### config.mk
export PLATFORM = sky130hd
export DESIGN_NAME = half_subtractor
export DESIGN_NICKNAME = d
export VERILOG_FILES = /design/src/rtl/half_subtractor_pkg.sv /design/src/rtl/half_subtractor_bit.sv /design/src/rtl/half_subtractor.sv
export SDC_FILE = /design/constraint.sdc
export NUM_CORES = 1
export LEC_CHECK = 0
export ABC_AREA = 1
export CAP_MARGIN = 10
export CORE_AREA = 2 2 39 41
export DETAILED_ROUTE_END_ITERATION = 10
export DIE_AREA = 0 0 41 43
export PLACE_DENSITY = 0.35
export REMOVE_ABC_BUFFERS = 1
export SYNTH_ARGS = -nofsm -noshare
export SYNTH_HDL_FRONTEND = slang
export SYNTH_SLANG_ARGS = --single-unit
### constraint.sdc
create_clock -name clk -period 0.9 [get_ports clk]
set_input_delay 0.09 -clock clk [delete_from_list [all_inputs] [get_ports clk]]
set_output_delay 0.09 -clock clk [all_outputs]
set_load 0.02 [all_outputs]
### src/rtl/half_subtractor_pkg.sv
// -----------------------------------------------------------------------------
// half_subtractor_pkg
//   Shared definitions for the half_subtractor datapath leaf.
//   - DEFAULT_WIDTH : default operand width (classic 1-bit half subtractor)
//   - HS_MAX_WIDTH  : widest operand the reference helpers accept
//   - hs_result_t   : {bout, diff} pair returned by hs_ref
//   - hs_mask       : low-order mask of a given width
//   - hs_ref        : golden unsigned subtraction a - b with borrow-out
//   - hs_ovf_ref    : golden two's-complement overflow flag of a - b
// -----------------------------------------------------------------------------
package half_subtractor_pkg;

  localparam int DEFAULT_WIDTH = 1;
  localparam int HS_MAX_WIDTH  = 64;

  typedef struct packed {
    logic                    bout;
    logic [HS_MAX_WIDTH-1:0] diff;
  } hs_result_t;

  // Mask selecting the low `width` bits; saturates at the full container.
  function automatic logic [HS_MAX_WIDTH-1:0] hs_mask(input int unsigned width);
    logic [HS_MAX_WIDTH-1:0] m;
    if (width >= HS_MAX_WIDTH) begin
      m = '1;
    end else begin
      m = (64'd1 << width) - 64'd1;
    end
    return m;
  endfunction

  // Unsigned a - b on width+1 bits: the bit just above the operand width is
  // the borrow, everything below it is the modular difference.
  function automatic hs_result_t hs_ref(input logic [HS_MAX_WIDTH-1:0] a,
                                        input logic [HS_MAX_WIDTH-1:0] b,
                                        input int unsigned             width);
    hs_result_t              r;
    logic [HS_MAX_WIDTH:0]   full;
    logic [HS_MAX_WIDTH-1:0] m;
    m      = hs_mask(width);
    full   = {1'b0, a & m} - {1'b0, b & m};
    r.bout = full[width];
    r.diff = full[HS_MAX_WIDTH-1:0] & m;
    return r;
  endfunction

  // Signed overflow happens when the operands differ in sign and the result
  // sign differs from the minuend's sign.
  function automatic logic hs_ovf_ref(input logic [HS_MAX_WIDTH-1:0] a,
                                      input logic [HS_MAX_WIDTH-1:0] b,
                                      input int unsigned             width);
    hs_result_t r;
    logic       sa;
    logic       sb;
    logic       sd;
    r  = hs_ref(a, b, width);
    sa = a[width-1];
    sb = b[width-1];
    sd = r.diff[width-1];
    return (sa ^ sb) & (sa ^ sd);
  endfunction

endpackage

### src/rtl/half_subtractor_bit.sv
// -----------------------------------------------------------------------------
// half_subtractor_bit
//   One-bit combinational subtractor cell (full subtractor with borrow-in).
//   With bin tied low it degenerates to the classic half subtractor.
// Ports
//   a    in   minuend bit
//   b    in   subtrahend bit
//   bin  in   borrow from the next-lower bit
//   d    out  difference bit
//   bo   out  borrow to the next-higher bit
// -----------------------------------------------------------------------------
module half_subtractor_bit
  import half_subtractor_pkg::*;
(
  input  logic a,
  input  logic b,
  input  logic bin,
  output logic d,
  output logic bo
);

  logic a_xor_b;

  assign a_xor_b = a ^ b;
  assign d       = a_xor_b ^ bin;
  // Borrow is generated when a=0,b=1, and propagated when a==b.
  assign bo      = (~a & b) | (~a_xor_b & bin);

endmodule

### src/rtl/half_subtractor.sv
// -----------------------------------------------------------------------------
// half_subtractor
//   Registered WIDTH-bit unsigned subtractor: {bout, diff} = a - b.
//   Ripple-borrow chain of half_subtractor_bit cells, one pipeline stage,
//   valid-tagged, no backpressure (one result per cycle).
// Parameters
//   WIDTH      operand/result width in bits (>= 1)
// Ports
//   clk        in   clock, rising edge
//   rst        in   synchronous active-high reset
//   in_valid   in   a/b qualify this cycle
//   a          in   minuend, unsigned, WIDTH bits
//   b          in   subtrahend, unsigned, WIDTH bits
//   out_valid  out  diff/bout hold the result of an accepted pair
//   diff       out  (a - b) mod 2**WIDTH
//   bout       out  1 iff a < b (unsigned)
//   ovf        out  two's-complement overflow of a - b
//                   (only when HALF_SUBTRACTOR_OVF_EN is defined)
// Configuration
//   HALF_SUBTRACTOR_OVF_EN  adds the registered signed-overflow output.
// -----------------------------------------------------------------------------
module half_subtractor
  import half_subtractor_pkg::*;
#(
  parameter int WIDTH = DEFAULT_WIDTH
) (
  input  logic             clk,
  input  logic             rst,
  input  logic             in_valid,
  input  logic [WIDTH-1:0] a,
  input  logic [WIDTH-1:0] b,
  output logic             out_valid,
  output logic [WIDTH-1:0] diff,
`ifdef HALF_SUBTRACTOR_OVF_EN
  output logic             ovf,
`endif
  output logic             bout
);

  // Borrow chain: br[0] is the (absent) borrow-in of bit 0, br[WIDTH] is bout.
  logic [WIDTH:0]   br;
  logic [WIDTH-1:0] diff_next;

  assign br[0] = 1'b0;

  generate
    for (genvar gi = 0; gi < WIDTH; gi++) begin : g_bit
      half_subtractor_bit u_bit (
        .a   (a[gi]),
        .b   (b[gi]),
        .bin (br[gi]),
        .d   (diff_next[gi]),
        .bo  (br[gi+1])
      );
    end
  endgenerate

  logic             out_valid_reg;
  logic [WIDTH-1:0] diff_reg;
  logic             bout_reg;

  // Result registers load only on accepted pairs so they hold the last
  // result across idle cycles; out_valid tracks in_valid one cycle later.
  always_ff @(posedge clk) begin
    if (rst) begin
      out_valid_reg <= 1'b0;
      diff_reg      <= '0;
      bout_reg      <= 1'b0;
    end else begin
      out_valid_reg <= in_valid;
      if (in_valid) begin
        diff_reg <= diff_next;
        bout_reg <= br[WIDTH];
      end
    end
  end

  assign out_valid = out_valid_reg;
  assign diff      = diff_reg;
  assign bout      = bout_reg;

`ifdef HALF_SUBTRACTOR_OVF_EN
  logic ovf_next;
  logic ovf_reg;

  // Signed overflow: operand signs differ and result sign differs from a.
  assign ovf_next = (a[WIDTH-1] ^ b[WIDTH-1]) & (a[WIDTH-1] ^ diff_next[WIDTH-1]);

  always_ff @(posedge clk) begin
    if (rst) begin
      ovf_reg <= 1'b0;
    end else if (in_valid) begin
      ovf_reg <= ovf_next;
    end
  end

  assign ovf = ovf_reg;
`endif

endmodule

==> results.yml <==
run_status:
  status: "complete, no violations"
setup_path:
  cp.required_ns: 0.81
  cp.arrival_ns: 0.78
  start_kind: "flop"
  cpPeakStageDelay_ns: 0.30
  worstRegToRegCells: 2
  endpoint_kind: "output pin"
  path_cells: "clkdlybuf4s15_2"
  path_max_fanout: 1
  crit_family: "flip-flops"
  r2r-start: "bout$_SDFFE_PP0P_"
  r2r-end: "bout$_SDFFE_PP0P_"
  cp_num_buf_inv: 1
  reg2reg_setup_slack_ns: 0.27
  slowest_stage: "dfxtp_1"
  crit_type: "flop to output pin"
worst_hold_path:
  hold_depth: 2
  worst_hold_path_type: "input pin to flop"
  min_to: "out_valid$_SDFF_PP0_"
  min_from: "rst"
flow_run:
  cap_viol_max_count: 0
detailed_routing:
  wl_um: 270
  ant_nets: 0
  drt_iter0_drc: 0
  dr.pass1.iters: 1
  drc: 0
  wl_per_cell_um: 6.43
  vias_per_cell: 3.02
  num_vias: 127
clock_tree:
  clock-root-buffer: "clkbuf_4"
  cts_max_level: 1
  worst_skew_pair.late_latency_ns: 0.23
  post_cts_buffers: 0
  cts_tree: "yes"
  clock_sinks: 3
  cts_hold_buf: 0
  cts.clk_slew.worst_paths_ns: 0.04
  clock_path_buffers: 2
  cts_inserted_buffers: 3
power:
  peakVddDrop_mv: 0.390
  cellLeakagePower_uw: 0.000114
  power_density_nw_per_um2: 1950
timing:
  slew-limit-headroom: 0.900
  rsz0062_at_grt: "false"
  finalCritPeriodShare: 0.963
  whs_ns: 0.411
  clock_skew_ns: 0
  tightest_slew_ns: 0.149
  hold_violations: 0
  fmax_mhz: 1150
  fin_crit_ns: 0.866
  setup_viol: 0
  slew_violations: 0
yosys:
  syn_inst: 15
  yosys-top-cells-area: "dfxtp_1, inv_1, ha_1"
  syn_avg_cell_area_um2: 7.92
  synthFlopType: "dfxtp_1"
  yosys.area.top_type: "dfxtp_1"
  yosysSeqAreaShare: 0.505
  synth_common_cells: "inv_1, dfxtp_1, nor2_1"
  async_flop_share: 0
  yosysTopAreaCellShare: 0.505
  synth_area_um2: 119
  synth-seq-cells: 3
  synthMostInstantiatedCell: "inv_1"
  yosysWarningCount: 0
  synth_edf_count: 0
  ys_types: 8
cells_and_area:
  drive_gt1_frac: 0.269
  nNetsFinal: 33
  syn_to_final_growth_pct: 90.5
  insertedDiodeCount: 0
  fin_area_um2: 226
  final_util: 0.164
die:
  ios: 8
  dieArea_um2: 1760
  core_um2: 1380
  fp.dieW_um: 41
  die_y_um: 43
  start_util: 0.0859
  num_rows: 14
placement:
  place_congestion: 0.576
  placedInstanceArea_um2: 209
  place_hpwl_um: 204
  io_buffers: 7
global_route:
  antenna_found_initial: 0
  grt_overflow: 0
  grt_pass1_vias: 118
  grt_pass1_wl_um: 448
  grt_use_total: 0.0482
  grt_max_degree: 5
==> report_power, final <==
| group | total [uW] | internal [uW] | switching (uW) |
|---|---|---|---|
| Clock | 236 | 166 | 69.4 |
| Combinational | 60.3 | 31.0 | 29.3 |
| Sequential | 146 | 143 | 3.41 |
| Total | 442 | 340 | 102 |
==> metal layers <==
| layer | global-route usage | routed length, um | up-vias |
|---|---|---|---|
| met5 | 0 | 0 | - |
| met4 | 0.0600 | 6 | 0 |
| met3 | 0.0681 | 58 | 2 |
| met2 | 0.0344 | 77 | 8 |
| met1 | 0.0482 | 128 | 50 |
| li1 | - | - | 67 |
==> kinds of logic (layout without fill, tap and decap cells) <==
| group | after synthesis | after routing | share of synthesized area |
|---|---|---|---|
| and+or+nand+nor | 5 | 5 | 0.179 |
| buffers and inverters | 4 | 15 | 0.126 |
| DFF | 3 | 3 | 0.505 |
| AOI/OAI and AO/OA | 2 | 2 | 0.0841 |
| adders and majority gates | 1 | 1 | 0.105 |
==> cells in the final DEF, fill, tap and decap left out <==
cell and instances:
ha_1 1, clkdlybuf4s50_1 4, nor2_2 1, nand2_1 1, clkbuf_4 3, o21ai_1 1, nor2_1 3, clkbuf_1 1
dfxtp_1 3, o21ai_0 1, clkdlybuf4s15_2 1, buf_2 2, inv_1 4
==> layout make-up <==
| class | count | area, um^2 |
|---|---|---|
| Tap cell | 16 | 20.0 |
| Clock buffer | 4 | 26.3 |
| Multi-Input combinational cell | 8 | 43.8 |
| Timing Repair Buffer | 7 | 61.3 |
| Sequential cell | 3 | 60.1 |
| Inverter | 4 | 15.0 |
| Fill cell | 157 | 1160 |
==> worst max path at each step <==
stage / startpoint / endpoint / slack, ns / cells after the start
floorplan: bout$_SDFFE_PP0P_ / bout$_SDFFE_PP0P_ / 0.22 / 2
global placement: a / diff$_SDFFE_PP0P_ / -0.19 / 6
detailed placement: a / diff$_SDFFE_PP0P_ / -0.21 / 6
CTS: out_valid$_SDFF_PP0_ / out_valid / 0.02 / 1
global route: a / diff$_SDFFE_PP0P_ / 0.005 / 6
finish: out_valid$_SDFF_PP0_ / out_valid / 0.03 / 1
==> timing repair <==
| item | 4_1_cts | 5_1_grt |
|---|---|---|
| endpoints found under the setup margin | 3 | 1 |
| pin swaps | 0 | 1 |
| hold endpoints to repair | 0 | 0 |
| resized for setup | 11 | 0 |
==> metrics by stage <==
stage,setup slack (ns),total power (uW),instances,setup TNS (ns)
floorplan,0.224,176,15,0
global placement,-0.193,213,38,-0.579
detailed placement,-0.211,215,38,-0.606
CTS,0.0155,458,42,0
global route,0.00533,470,42,0
finish,0.0337,442,42,0
No activity file was read; power rests on OpenSTA's default activity.
